<file path="src/rtl/alu_pkg.sv">
// Shared constants for the ALU operand-fetch path.
//  DATA_W   : register/operand width
//  NREGS    : architectural register count
//  ADDR_W   : register address width
//  OP_W     : ALU opcode width
//  ALU_*    : ALU opcode encodings (passed through untouched by this stage)
//  REG_ZERO : hard-wired zero register index
package alu_pkg;

   localparam int unsigned DATA_W = 32;
   localparam int unsigned NREGS  = 32;
   localparam int unsigned ADDR_W = $clog2(NREGS);
   localparam int unsigned OP_W   = 4;

   localparam logic [OP_W-1:0] ALU_ADD  = 4'b0000;
   localparam logic [OP_W-1:0] ALU_SLL  = 4'b0001;
   localparam logic [OP_W-1:0] ALU_SLT  = 4'b0010;
   localparam logic [OP_W-1:0] ALU_SLTU = 4'b0011;
   localparam logic [OP_W-1:0] ALU_XOR  = 4'b0100;
   localparam logic [OP_W-1:0] ALU_SRL  = 4'b0101;
   localparam logic [OP_W-1:0] ALU_OR   = 4'b0110;
   localparam logic [OP_W-1:0] ALU_AND  = 4'b0111;
   localparam logic [OP_W-1:0] ALU_SUB  = 4'b1010;
   localparam logic [OP_W-1:0] ALU_SRA  = 4'b1101;

   localparam logic [ADDR_W-1:0] REG_ZERO = 5'd0;

   // True when a register index names a real, writable register.
   function automatic logic is_live_reg(input logic [ADDR_W-1:0] r);
      return r != REG_ZERO;
   endfunction

endpackage

</file>
<file path="src/rtl/regfile_2r1w.sv">
// Register file: NREGS x DATA_W, two combinational read ports, one write port.
// Register 0 always reads zero and ignores writes.
// Optional macro REGFILE_BYPASS_EN: a same-cycle write to the register being
// read is forwarded to the read port (write-then-read). Without it the old
// value is returned and the new one is visible from the next cycle.
//  clk, reset : clock (rising edge), asynchronous active-high reset
//  ra1, ra2   : read addresses
//  rd1, rd2   : read data
//  we, wa, wd : write enable, address, data
module regfile_2r1w
   import alu_pkg::*;
(
   input  logic              clk,
   input  logic              reset,
   input  logic [ADDR_W-1:0] ra1,
   input  logic [ADDR_W-1:0] ra2,
   output logic [DATA_W-1:0] rd1,
   output logic [DATA_W-1:0] rd2,
   input  logic              we,
   input  logic [ADDR_W-1:0] wa,
   input  logic [DATA_W-1:0] wd
);

   logic [DATA_W-1:0] mem [NREGS];
   logic              wr_live;

   assign wr_live = we && is_live_reg(wa);

   always_ff @(posedge clk or posedge reset) begin
      if (reset) begin
         mem <= '{default: '0};
      end else if (wr_live) begin
         mem[wa] <= wd;
      end
   end

   always_comb begin
      rd1 = '0;
      if (is_live_reg(ra1)) begin
`ifdef REGFILE_BYPASS_EN
         rd1 = (wr_live && (wa == ra1)) ? wd : mem[ra1];
`else
         rd1 = mem[ra1];
`endif
      end
   end

   always_comb begin
      rd2 = '0;
      if (is_live_reg(ra2)) begin
`ifdef REGFILE_BYPASS_EN
         rd2 = (wr_live && (wa == ra2)) ? wd : mem[ra2];
`else
         rd2 = mem[ra2];
`endif
      end
   end

endmodule

</file>
<file path="src/rtl/alu_operand_stage.sv">
// Operand-fetch stage feeding the ALU: reads rs1/rs2 from the register file,
// selects b from rs2 or the (already sign-extended) immediate, and holds the
// operation in a single output slot with valid/ready handshakes on both sides.
// Operands are snapshotted at load and not refreshed while the slot stalls.
// Build option REGFILE_BYPASS_EN enables write-then-read forwarding in the
// register file.
//  clk, reset          : clock, asynchronous active-high reset
//  in_valid, in_ready  : upstream handshake (decode slot)
//  rs1, rs2, rd        : source/destination registers
//  imm, use_imm        : immediate and b-source select
//  aluop_in            : ALU opcode, passed through
//  flush               : drop the held slot, suppress this cycle's load
//  wb_en, wb_addr, wb_data : register writeback port
//  out_valid, out_ready: downstream handshake (ALU)
//  a, b, aluop, out_rd : registered operation to the ALU
module alu_operand_stage
   import alu_pkg::*;
(
   input  logic              clk,
   input  logic              reset,
   input  logic              in_valid,
   output logic              in_ready,
   input  logic [ADDR_W-1:0] rs1,
   input  logic [ADDR_W-1:0] rs2,
   input  logic [ADDR_W-1:0] rd,
   input  logic [DATA_W-1:0] imm,
   input  logic              use_imm,
   input  logic [OP_W-1:0]   aluop_in,
   input  logic              flush,
   input  logic              wb_en,
   input  logic [ADDR_W-1:0] wb_addr,
   input  logic [DATA_W-1:0] wb_data,
   output logic              out_valid,
   input  logic              out_ready,
   output logic [DATA_W-1:0] a,
   output logic [DATA_W-1:0] b,
   output logic [OP_W-1:0]   aluop,
   output logic [ADDR_W-1:0] out_rd
);

   logic [DATA_W-1:0] rd1;
   logic [DATA_W-1:0] rd2;
   logic [DATA_W-1:0] b_next;
   logic              load;

   regfile_2r1w u_regfile (
      .clk   (clk),
      .reset (reset),
      .ra1   (rs1),
      .ra2   (rs2),
      .rd1   (rd1),
      .rd2   (rd2),
      .we    (wb_en),
      .wa    (wb_addr),
      .wd    (wb_data)
   );

   // Slot is free when empty or being drained this cycle: no bubble while streaming.
   assign in_ready = !out_valid || out_ready;

   // Flush wins over a load even though in_ready may still advertise acceptance.
   assign load = in_valid && in_ready && !flush;

   assign b_next = use_imm ? imm : rd2;

   always_ff @(posedge clk or posedge reset) begin
      if (reset) begin
         out_valid <= 1'b0;
         a         <= '0;
         b         <= '0;
         aluop     <= '0;
         out_rd    <= '0;
      end else if (flush) begin
         out_valid <= 1'b0;
      end else if (load) begin
         out_valid <= 1'b1;
         a         <= rd1;
         b         <= b_next;
         aluop     <= aluop_in;
         out_rd    <= rd;
      end else if (out_valid && out_ready) begin
         out_valid <= 1'b0;
      end
   end

endmodule

</file>
<file path="config.mk">
export PLATFORM = sky130hd
export DESIGN_NAME = alu_operand_stage
export DESIGN_NICKNAME = d
export VERILOG_FILES = /design/src/rtl/alu_pkg.sv /design/src/rtl/regfile_2r1w.sv /design/src/rtl/alu_operand_stage.sv
export SDC_FILE = /design/constraint.sdc
export NUM_CORES = 2
export LEC_CHECK = 0
export ABC_AREA = 0
export BUFFER_PORTS_ARGS = -buffer_cell sky130_fd_sc_hd__buf_2
export CAP_MARGIN = 20
export CELL_PAD_IN_SITES_DETAIL_PLACEMENT = 0
export CELL_PAD_IN_SITES_GLOBAL_PLACEMENT = 1
export CORE_UTILIZATION = 53
export CTS_CLUSTER_SIZE = 25
export DETAILED_ROUTE_END_ITERATION = 16
export PLACE_DENSITY_LB_ADDON = 0.08
export SYNTH_ARGS = -nofsm -noshare
export SYNTH_HDL_FRONTEND = slang
export SYNTH_SLANG_ARGS = --single-unit
</file>
<file path="constraint.sdc">
create_clock -name clk -period 43.7 [get_ports clk]
set_input_delay 4.37 -clock clk [delete_from_list [all_inputs] [get_ports clk]]
set_output_delay 4.37 -clock clk [all_outputs]
set_load 0.05 [all_outputs]
</file>
==> results.json <==
{
  "globalRoute.busiestLayer": "met2",
  "grt.overflow.total": 0,
  "p_seq_share_pct": 45.0,
  "portBuffers": 169,
  "p_switching_mw": 0.872,
  "hpwl_mm": 109,
  "slew_headroom_pct": 17.2,
  "dpl_worst_slack_ns": 33.96,
  "yosys_warnings": 0,
  "tightest_slew_ns": 1.21,
  "hold_violations": 0,
  "core_um2": 107000,
  "root_buffer": "clkbuf_16",
  "ys_ff_latch": 1098,
  "synth_cells": 4038,
  "max_freq_mhz": 104,
  "yosysMostFrequentCell": "mux2_2",
  "synthTopCellsByCount": "mux2_2, dfrtp_1, mux4_2",
  "cts_hold_buffers": 0,
  "grt_use_met3_pct": 10.7,
  "timing.final.ws_setup_ns": 34.09,
  "fin_nets": 4050,
  "drt-initial-drc-count": 3685,
  "post-route-period-util_pct": 22.0,
  "io_pins": 170,
  "place.gp.congestion": 0.808,
  "grt_max_degree": 177,
  "worstHoldStart": "u_regfile.mem[1004]$_DFFE_PP0P_",
  "drv_cap": 0,
  "row_count": 120,
  "wire_per_inst_um": 35.6,
  "clock_path_buffers": 3,
  "clkPwrFrac_pct": 34.5,
  "die_y_um": 331,
  "worstSetupEndpointType": "output pin",
  "outcome": "finished clean",
  "critPathLaunchType": "primary input",
  "cts_buffers": 118,
  "skew_ns": 0.0176,
  "crit_fanout": 4,
  "cts_resized": 0,
  "power.leakage_nw": 27.8,
  "die-area_um2": 109000,
  "cts.sinks": 1098,
  "vdd_drop_max_uv": 38.7,
  "htreeDepth": 3,
  "detail_route.first_pass.iterations": 5,
  "rsz0062_at_grt": "false",
  "avgSynthCellArea_um2": 14.2,
  "cts_setup_buffers": 0,
  "critical_path.startpoint": "out_ready",
  "fin_setup_tns_ns": 0,
  "period_needed_ns": 9.61,
  "syn_area_um2": 57300,
  "ys_seq_area_share_pct": 47.9,
  "track_usage_pct": 35.7,
  "hp-class": "register to register",
  "synth_area_leader_cell": "dfrtp_1",
  "tritoncts": "built",
  "synth_edf_count": 0,
  "setup_viol": 0,
  "power_frac_comb_pct": 20.5,
  "powerDensity_nw_per_um2": 48.1,
  "vias": 38600,
  "async_reset_ff_share_pct": 100,
  "route.detailed.drc": 0,
  "cp_data_arrival_time_ns": 5.24,
  "synth.distinct_cells": 47,
  "synth.top_cell.area_share_pct": 47.9,
  "cp.required_ns": 39.33,
  "layout-drive-gt1-share_pct": 49.5,
  "ys_top_cells_by_area": "dfrtp_1, mux2_2, mux4_2, mux2i_1, clkbuf_1",
  "clk_latency_ns": 0.72,
  "mappedNetlistNets": 4133,
  "switching_share_pct": 28.8,
  "grt_pass1_vias": 39800,
  "reg2reg_from": "out_valid$_DFFE_PP0P_",
  "fillerInstances": 8365,
  "grt_pass1_wl_mm": 282,
  "via_per_inst": 7.07,
  "syn_to_final_growth_pct": 9.90,
  "path_class": "primary input to output pin",
  "grtUsageMet2_pct": 53.2,
  "initial_core_util_pct": 53.5,
  "synth_ff_type": "dfrtp_1",
  "final_antenna_net_count": 0,
  "p_int_mw": 2.16,
  "antenna_found_initial": 17,
  "die_w_um": 331,
  "wirelength_mm": 194,
  "grt_use_met1_pct": 50.3,
  "slew_violations": 0,
  "path_clk_slew_ns": 0.06
}
-- metal layers --
| layer | routed length [um] | vias to the layer above |
|---|---|---|
| met4 | 5750 | 24 |
| met5 | 235 | - |
| met2 | 87300 | 1855 |
| met3 | 19900 | 383 |
| met1 | 81200 | 21000 |
| li1 | - | 15300 |
-- power by group through the flow --
stage	clock, mW	combinational [mW]	sequential [mW]
global placement	0	0.596	1.35
detailed placement	0	0.617	1.37
floorplan	0	0.443	1.37
global route	1.10	0.660	1.38
CTS	1.06	0.619	1.35
finish	1.05	0.622	1.36
-- sequential cells by signal (all words and copies together) (netlist names) --
signal,flops
out_rd,5
a,32
u_regfile.mem,1024
b,32
out_valid,1
aluop,4
-- worst paths after layout --
check	end	slack (ns)	depth (start not counted)
worst min-delay path	u_regfile.mem[1004]$_DFFE_PP0P_	0.37	0
worst max register to register	b[21]$_DFFE_PP0P_	40.92	6
max in group asynchronous	u_regfile.mem[545]$_DFFE_PP0P_	34.92	7
min in group asynchronous	u_regfile.mem[582]$_DFFE_PP0P_	3.76	2
worst min register to register	u_regfile.mem[1004]$_DFFE_PP0P_	0.37	0
worst max-delay path	in_ready	34.09	4
-- worst max-delay path: stages --
cell,delay (ns)
buf_2,0.10
nor2b_1,0.33
inv_1,0.19
buf_2,0.25
-- cells by family after synthesis --
kind of cell	Yosys count	synth area share [%]
mux	1725	39.7
simple gates	277	2.22
buf+inv	457	3.60
compound gates	481	6.55
flops	1098	47.9
-- metrics by stage --
stage	instances	instance area, um2	hold WS, ns	utilization (%)	total power, mW
floorplan	4038	57300	0.425	-	1.81
global placement	5234	58900	0.360	54.9	1.94
detailed placement	5234	58900	0.363	54.9	1.99
CTS	5451	62900	0.377	58.7	3.03
global route	5456	63000	0.386	58.8	3.14
finish	5460	63000	0.373	58.8	3.03
-- final cells by class --
type                    instances  area [um2]  area share, %
multi-input cells            2483       28100           44.6
flip-flops and latches       1098       27500           43.6
clock buffers                 187        3670           5.82
well taps                    1403        1760           2.79
repair buffers                252        1620           2.58
clock inverters                30         370          0.588
inverters                       2        15.0         0.0238
diodes                          5        12.5         0.0199
-- cells in the final DEF, fill, tap and decap left out, types with 6 or more instances in the layout --
cell	instances
dfrtp_1	1098
clkinv_2	16
bufinv_16	8
o21ai_0	32
nand2_4	11
buf_2	164
clkbuf_16	121
mux2_2	1174
nand2_1	93
o22ai_1	92
o2111ai_1	32
a211oi_1	32
nor2_1	68
mux4_2	322
clkbuf_1	27
nor2_4	19
o221ai_1	32
nor2b_4	6
a21oi_1	32
a22oi_1	34
mux2i_1	229
buf_4	75
a22o_1	62
a2111oi_0	30
a221oi_2	16
nor3b_1	6
nand2b_1	34
clkbuf_8	39
a221oi_1	79
No activity file was read; power rests on OpenSTA's default activity.
